==> src/rtl/multi_7_seg_mux.sv <==
// Time-multiplexed N-digit 7-segment driver with frame-synchronous loads, leading-zero blanking and blinking.
// Outputs registered one cycle behind the scan counters; no flow control, load_i is a fire-and-forget strobe.
module multi_7_seg_mux #(
    parameter int NUM_DIGITS   = 4,
    parameter int SCAN_DIV     = 1000,
    parameter int BLANK_CYCLES = 1,
    parameter int BLINK_FRAMES = 64
) (
    input  logic                    clk_i,
    input  logic                    rst_i,
    input  logic [4*NUM_DIGITS-1:0] digits_i,
    input  logic                    load_i,
    input  logic                    lz_suppress_i,
    input  logic [NUM_DIGITS-1:0]   blink_en_i,
    output logic [6:0]              seg_o,
    output logic [NUM_DIGITS-1:0]   dig_en_o,
    output logic                    frame_o
);
    localparam int CNT_W = $clog2(SCAN_DIV);
    localparam int IDX_W = $clog2(NUM_DIGITS);
    localparam int FC_W  = $clog2(BLINK_FRAMES) + 1;

    localparam logic [CNT_W-1:0]        CNT_LAST  = CNT_W'(SCAN_DIV - 1);
    localparam logic [CNT_W-1:0]        BLANK_N   = CNT_W'(BLANK_CYCLES);
    localparam logic [IDX_W-1:0]        IDX_LAST  = IDX_W'(NUM_DIGITS - 1);
    localparam logic [FC_W-1:0]         FC_LAST   = FC_W'(BLINK_FRAMES - 1);
    localparam logic [NUM_DIGITS-1:0]   ONE       = NUM_DIGITS'(1);
    localparam logic [4*NUM_DIGITS-1:0] ALL_BLANK = {NUM_DIGITS{4'hA}};

    generate
        if (SCAN_DIV < 2 || BLANK_CYCLES < 0 || BLANK_CYCLES >= SCAN_DIV ||
            NUM_DIGITS < 2 || NUM_DIGITS > 8 || BLINK_FRAMES < 1) begin : g_bad_params
            $error("multi_7_seg_mux: illegal parameter combination");
        end
    endgenerate

    function automatic logic [6:0] encode(input logic [3:0] code);
        logic [6:0] s;
        case (code)
            4'd0:    s = 7'b1111110;
            4'd1:    s = 7'b0110000;
            4'd2:    s = 7'b1101101;
            4'd3:    s = 7'b1111001;
            4'd4:    s = 7'b0110011;
            4'd5:    s = 7'b1011011;
            4'd6:    s = 7'b1011111;
            4'd7:    s = 7'b1110000;
            4'd8:    s = 7'b1111111;
            4'd9:    s = 7'b1111011;
            4'd10:   s = 7'b0000000;
            4'd11:   s = 7'b1110011;
            default: s = 7'b0000001;
        endcase
        return s;
    endfunction

    logic [CNT_W-1:0]        cnt_q, cnt_d;
    logic [IDX_W-1:0]        idx_q, idx_d;
    logic [FC_W-1:0]         fc_q, fc_d;
    logic                    blink_q, blink_d;
    logic [4*NUM_DIGITS-1:0] active_q, active_d;
    logic [4*NUM_DIGITS-1:0] pending_q, pending_d;
    logic                    pend_vld_q, pend_vld_d;
    logic                    shown_q, shown_d;
    logic [6:0]              seg_q, seg_d;
    logic [NUM_DIGITS-1:0]   dig_en_q, dig_en_d;
    logic                    frame_q, frame_d;

    logic       boundary;
    logic       run;
    logic [3:0] nib;
    logic [3:0] code_sel;
    logic       blink_sel;

    always_comb begin
        boundary = (cnt_q == CNT_LAST) && (idx_q == IDX_LAST);
        cnt_d    = (cnt_q == CNT_LAST) ? '0 : cnt_q + 1'b1;
        idx_d    = idx_q;
        if (cnt_q == CNT_LAST) begin
            idx_d = (idx_q == IDX_LAST) ? '0 : idx_q + 1'b1;
        end
        frame_d = boundary;

        fc_d    = fc_q;
        blink_d = blink_q;
        if (boundary) begin
            if (fc_q == FC_LAST) begin
                fc_d    = '0;
                blink_d = ~blink_q;
            end else begin
                fc_d = fc_q + 1'b1;
            end
        end

        // New codes only reach the active register on a frame boundary, so a frame never mixes two words.
        active_d   = active_q;
        pending_d  = pending_q;
        pend_vld_d = pend_vld_q;
        shown_d    = shown_q;
        if (boundary) begin
            if (load_i) begin
                active_d   = digits_i;
                pend_vld_d = 1'b0;
                shown_d    = 1'b1;
            end else if (pend_vld_q) begin
                active_d   = pending_q;
                pend_vld_d = 1'b0;
                shown_d    = 1'b1;
            end
        end else if (load_i) begin
            pending_d  = digits_i;
            pend_vld_d = 1'b1;
        end

        // Zero run scanned from the most significant digit; any non-zero code (including 10-15) ends it.
        run       = 1'b1;
        nib       = '0;
        code_sel  = 4'hA;
        blink_sel = 1'b0;
        for (int k = NUM_DIGITS - 1; k >= 0; k--) begin
            nib = active_q[4*k +: 4];
            run = run && (nib == 4'd0);
            if (idx_q == IDX_W'(k)) begin
                code_sel  = (lz_suppress_i && run && k != 0) ? 4'hA : nib;
                blink_sel = blink_en_i[k];
            end
        end

        seg_d    = encode(code_sel);
        dig_en_d = '0;
        if (shown_q && cnt_q >= BLANK_N && !(blink_q && blink_sel)) begin
            dig_en_d = ONE << idx_q;
        end
    end

    always_ff @(posedge clk_i or posedge rst_i) begin
        if (rst_i) begin
            cnt_q      <= '0;
            idx_q      <= '0;
            fc_q       <= '0;
            blink_q    <= 1'b0;
            active_q   <= ALL_BLANK;
            pending_q  <= '0;
            pend_vld_q <= 1'b0;
            shown_q    <= 1'b0;
            seg_q      <= '0;
            dig_en_q   <= '0;
            frame_q    <= 1'b0;
        end else begin
            cnt_q      <= cnt_d;
            idx_q      <= idx_d;
            fc_q       <= fc_d;
            blink_q    <= blink_d;
            active_q   <= active_d;
            pending_q  <= pending_d;
            pend_vld_q <= pend_vld_d;
            shown_q    <= shown_d;
            seg_q      <= seg_d;
            dig_en_q   <= dig_en_d;
            frame_q    <= frame_d;
        end
    end

    assign seg_o    = seg_q;
    assign dig_en_o = dig_en_q;
    assign frame_o  = frame_q;
endmodule

==> config.mk <==
export PLATFORM = sky130hd
export DESIGN_NAME = multi_7_seg_mux
export DESIGN_NICKNAME = d
export VERILOG_FILES = /design/src/rtl/multi_7_seg_mux.sv
export SDC_FILE = /design/constraint.sdc
export NUM_CORES = 1
export LEC_CHECK = 0
export CORE_ASPECT_RATIO = 2
export CORE_MARGIN = 5
export CORE_UTILIZATION = 60
export CTS_CLUSTER_SIZE = 16
export DETAILED_ROUTE_END_ITERATION = 12
export GPL_TIMING_DRIVEN = 0
export HOLD_SLACK_MARGIN = 0.06
export PLACE_DENSITY = 0.84
export SLEW_MARGIN = 20
export SYNTH_ARGS = -nofsm -noshare
export SYNTH_HDL_FRONTEND = slang
export SYNTH_SLANG_ARGS = --single-unit
==> constraint.sdc <==
create_clock -name clk_i -period 5.04 [get_ports clk_i]
set_input_delay 1.008 -clock clk_i [delete_from_list [all_inputs] [get_ports clk_i]]
set_output_delay 1.008 -clock clk_i [all_outputs]
set_load 0.02 [all_outputs]
## Word-level counts from Yosys, hierarchy flattened

Memories as Yosys holds them, arrays and structs flattened. A register that Yosys moved wholly into a read port is not among the register bits.
Cells that the tools add are included.

| storage, ports and cells | value |
|---|---|
| input port bits | 24 |
| output and inout bits | 12 |
| memory bits (writable) | 0 |
| ROM bits | 112 |
| word-level logic and storage cells | 63 |
| register bits after elaboration | 59 |
| bits in latches | 0 |
| memories kept | 1 |

Memory list:

| memory | words | bits a word | rd ports | clocked after memory_dff | write ports | line | source |
|---|---|---|---|---|---|---|---|
| (name not given) | 16 | 7 | 1 | 1 | 0 | 39 | `case (code)` |

| cells by class | value |
|---|---|
| multipliers | 0 |
| multiplexer cells | 21 |
| add/sub/neg operators | 3 |
| divide/modulo/power cells | 0 |
| equality and inequality tests | 5 |
| shift-type cells | 1 |
| reduce and logical (&&, ||, !) cells | 19 |
| bitwise logic cells | 2 |
| magnitude comparators | 1 |

Operator list:

| cell | count |
|---|---|
| 16-bit 2-to-1 mux | 2 |
| 4-bit 2-to-1 mux | 8 |
| 4-bit logical NOT | 3 |
| 10-bit by 1-bit adder with 10-bit output (second input constant) | 1 |
| 10-bit == test (second input constant) | 1 |
| 10-bit by 1-bit greater-or-equal comparator with 1-bit output (second input constant) | 1 |
| 10-bit 2-to-1 mux | 1 |
| 1-bit logical AND | 9 |
| 1-bit 2-to-1 mux | 8 |
| 7-bit by 1-bit adder with 7-bit output (second input constant) | 1 |
| 7-bit by 6-bit == test with 1-bit output (second input constant) | 1 |
| 7-bit 2-to-1 mux | 1 |
| 2-bit AND reduction | 3 |
| 2-bit == test (second input constant) | 2 |
| 2-bit nonzero test | 2 |
| 1-bit by 2-bit << shifter with 4-bit output (first input constant) | 1 |
| 2-bit by 1-bit adder with 2-bit output (second input constant) | 1 |
| 2-bit by 1-bit == test with 1-bit output (second input constant) | 1 |
| 2-bit logical NOT | 1 |
| 2-bit 2-to-1 mux | 1 |
| 1-bit inverter | 2 |
| 1-bit logical NOT | 1 |

## Depth between registers and ports, before layout

| logic depth | value |
|---|---|
| word-level depth | 9 |
| gate-level depth with buffers | 11 |
| depth with buffers taken out | 10 |

## Least setup slack after synthesis

Ideal clock, no wire load.

| timing path | value |
|---|---|
| path type | input -> register |
| start | input port lz_suppress_i |
| end | register seg_q[6], in the netlist seg_o[6] |
| path slack | 2192 ps |
| required time | 4958 ps |
| path buffers | 0 |
| stages on the path | 8 |
| arrival | 2766 ps |
| setup time | 82 ps |
| cell sequence | or4b_4 nor3_4 a221oi_1 a2bb2oi_1 inv_1 ha_1 mux2_2 o22ai_1 |

| on the way | value |
|---|---|
| cells in the longest elaborated chain, start to end | 6 |
| elaborated cells between the ends (all ways) | 10 |
| classes of those cells | 7 x mux; 3 x reduce/logical |

RTL lines:

| item | line | source |
|---|---|---|
| from (decl) | 13 | `input logic lz_suppress_i,` |
| 1-bit logical AND | 124 | `code_sel = (lz_suppress_i && run && k != 0) ? 4'hA : nib;` |
| 4-bit 2-to-1 mux | 124 |  |
| 4-bit 2-to-1 mux (2 in series) | 123 | `if (idx_q == IDX_W'(k)) begin` |
| 4-bit 2-to-1 mux * (2 in series) | 123 |  |
| to (decl) | 65 | `logic [6:0] seg_q, seg_d;` |

Every way passes the cells marked *; elsewhere a longest branch is shown, timed or not.
A chain may end at the register's enable or synchronous reset.

## Worst setup path after layout

Ends and elaborated chain as after synthesis.

==> out/metrics.csv <==
stage,metric,value,unit
synthesis,synth-seq-cells,66,
clocking,cts_hold_buf,0,
global_route,grt_max_degree,61,
clocking,cts_buffers,9,
hold_path,hp-class,register to register,
sta,setup_viol,0,
setup_path,rrSetupSlack,2.36,ns
run_status,outcome,"finished, final reports clean",
placed_design,dpl_worst_slack,1.48,ns
floorplanning,rows,37,
sta,hold_viol_final,0,
synthesis,ys.flop_type,dfrtp_1,
synthesis,ys_warn_count,0,
cells_and_area,final_area,3840,µm²
sta,rsz0062_at_grt,no,
job,max_cap_violations,0,
synthesis,async_flop_share,1.00,
placed_design,io_buffers,34,
setup_path,crit_fanout,6,
floorplanning,design.core.area,5180,µm²
detailed_routing,antenna_left,0,
synthesis,syn_area,3210,µm²
cells_and_area,multi_input_area,1430,µm²
sta,max_freq,0.308,GHz
clocking,cts_tree,yes,
clocking,cts_setup_buffers,0,
detailed_routing,drt_iter0_drc,88,
setup_path,cp.arrival,3.52,ns
placed_design,dp_hpwl,4790,µm
floorplanning,die_w,61.7,µm
synthesis,avgSynthCellArea,10.8,µm²
global_route,grt.total_usage,0.216,
cells_and_area,finalNetCount,381,
setup_path,crit_type,input pin to register,
clocking,clkLatencyLatePin,0.35,ns
floorplanning,design.portCount,36,
placed_design,globalplace.congestion,0.847,
synthesis,seq_area_frac_synth,0.518,
setup_path,reg2reg_from,idx_q[1]$_DFFE_PP0N_,
cells_and_area,seqCellArea,1660,µm²
synthesis,synth_nets,335,
sta,finalWorstPathRequiredPeriod,3.25,ns
cells_and_area,layout-drive-gt1-share,0.152,
synthesis,yosys-top-cells-area,"dfrtp_1 (45%), dfstp_2 (6.5%), mux2i_1 (6.2%)",
floorplanning,die_area,7000,µm²
detailed_routing,drt-pass1-iter-count,4,
power_and_ir_drop,cellLeakagePower,1.69,nW
synthesis,synth_top_cell_area_share,0.452,
cells_and_area,fillCellCount,387,
detailed_routing,post_drt_wl_per_cell,15.9,µm
clocking,clk_pin_slew_worst_paths,0.06,ns
clocking,clock_path_buffers,2,
hold_path,worstHoldStart,fc_q[4]$_DFFE_PP0P_,
cells_and_area,n_antenna_cell,0,
floorplanning,initial_core_util,0.619,
power_and_ir_drop,ir_drop,351,µV
sta,tns,0,ns
sta,maxSlewViolCount,0,
floorplanning,fp.dieH,113,µm
detailed_routing,viasPerCell,5.79,
synthesis,yosysMostFrequentCell,dfrtp_1,
global_route,grt_first_pass_wirelength,11200,µm
setup_path,cp_data_required_time,5.31,ns
sta,fin_crit_sh,0.644,
setup_path,end_kind,register,
sta,setup_ws,1.79,ns
synthesis,yosysTopAreaCell,dfrtp_1,
detailed_routing,drc,0,
sta,fin_skew,0.00583,ns
power_and_ir_drop,powerDensity,292,nW/µm²
power_and_ir_drop,power,1.12,mW
synthesis,ys_types,47,
detailed_routing,wl,6470,µm
sta,maxSlewHeadroom,0.518,
sta,fin_hold_ws,0.475,ns
cells_and_area,syn2layout_area_growth,19.7,%
synthesis,synth_cells,297,
synthesis,yosys-top-cells-count,"dfrtp_1 (58), nor2_1 (32), a21oi_1 (21)",
clocking,root_buffer,clkbuf_8,
detailed_routing,vias,2349,
synthesis,synth_enable_flop_cells,0,
sta,worst_pin_slew,0.723,ns
global_route,grt_overflow,0,
clocking,cts_resized,0,
clocking,clock_sinks,66,
setup_path,cp-start-kind,input pin,
placed_design,placed_cell_area,3650,µm²
global_route,antenna_found_initial,0,
clocking,htreeDepth,3,
global_route,grt_pass1_vias,2541,
setup_path,critPathLaunch,lz_suppress_i,
[final cells by class]
| cell class | count | area share |
|---|---|---|
| inverter | 17 | 0.0173 |
| buffer | 12 | 0.0134 |
| clock inverter | 3 | 0.0104 |
| sequential | 66 | 0.432 |
| multi-input combinational | 202 | 0.373 |
| clock buffer | 13 | 0.0387 |
| timing repair buffer | 35 | 0.0957 |
| tap | 58 | 0.0189 |
[sequential cells by signal, indices dropped and copies added, names as in the netlist]
signal      flops
seg_o           7
pending_q      16
active_q       16
fc_q            7
frame_o         1
cnt_q          10
pend_vld_q      1
shown_q         1
idx_q           2
dig_en_o        4
blink_q         1
[worst max-delay path: stages]
cell             delay [ns]
clkdlybuf4s50_1        0.47
or4b_4                 0.49
nor3_4                 0.21
a221oi_1               0.11
a2bb2oi_1              0.44
inv_1                  0.16
ha_1                   0.24
mux2_2                 0.26
o22ai_1                0.12
[cells by family (layout without fill, tap and decap cells)]
family	count (synthesis)	after routing	synth area share
buffers and inverters	29	80	0.0359
DFF	66	66	0.518
AOI/OAI and AO/OA	62	62	0.122
muxes	37	37	0.122
adders and majority gates	14	14	0.0546
xor gates and xnor gates	9	9	0.0246
and+or+nand+nor	80	80	0.124
[routing by layer]
layer | wire length (µm) | GRT usage
met2 | 3730 | 0.364
met3 | 215 | 0.0600
met1 | 2320 | 0.233
met5 | 0 | 0
met4 | 206 | 0.118
[stage by stage]
stage,instances,utilization
floorplan,297,-
global placement,389,0.699
detailed placement,390,0.705
CTS,406,0.741
global route,406,0.741
finish,406,0.741
[power by group]
group	switching [mW]	internal, mW
registers	0.0162	0.561
logic	0.0577	0.0634
clock network	0.185	0.241
total	0.259	0.865
[final timing paths]
check / endpoint / depth (start not counted)
setup / recovery: seg_o[6]$_DFF_PP0_ / 9
min in group asynchronous: pending_q[0]$_DFFE_PP0P_ / 2
hold reg to reg: fc_q[4]$_DFFE_PP0P_ / 1
setup reg to reg: seg_o[6]$_DFF_PP0_ / 10
hold / removal: fc_q[4]$_DFFE_PP0P_ / 1
max in group asynchronous: active_q[7]$_DFFE_PP1P_ / 3
[layout by cell type, fill, tap and decap left out, drive strengths merged, types with 4 or more instances in the layout]
cell / synthesis / final
nand3: 9 / 9
clkbuf: 7 / 20
mux2i: 20 / 20
nor2b: 4 / 4
a21oi: 22 / 22
o21ai: 17 / 17
dfstp: 8 / 8
nor2: 33 / 33
o21a: 4 / 4
nand2: 14 / 14
clkdlybuf4s50: 0 / 34
inv: 17 / 17
xnor2: 7 / 7
buf: 5 / 6
nor3: 4 / 4
ha: 14 / 14
dfrtp: 58 / 58
mux2: 17 / 17
No activity file was read; power rests on OpenSTA's default activity.
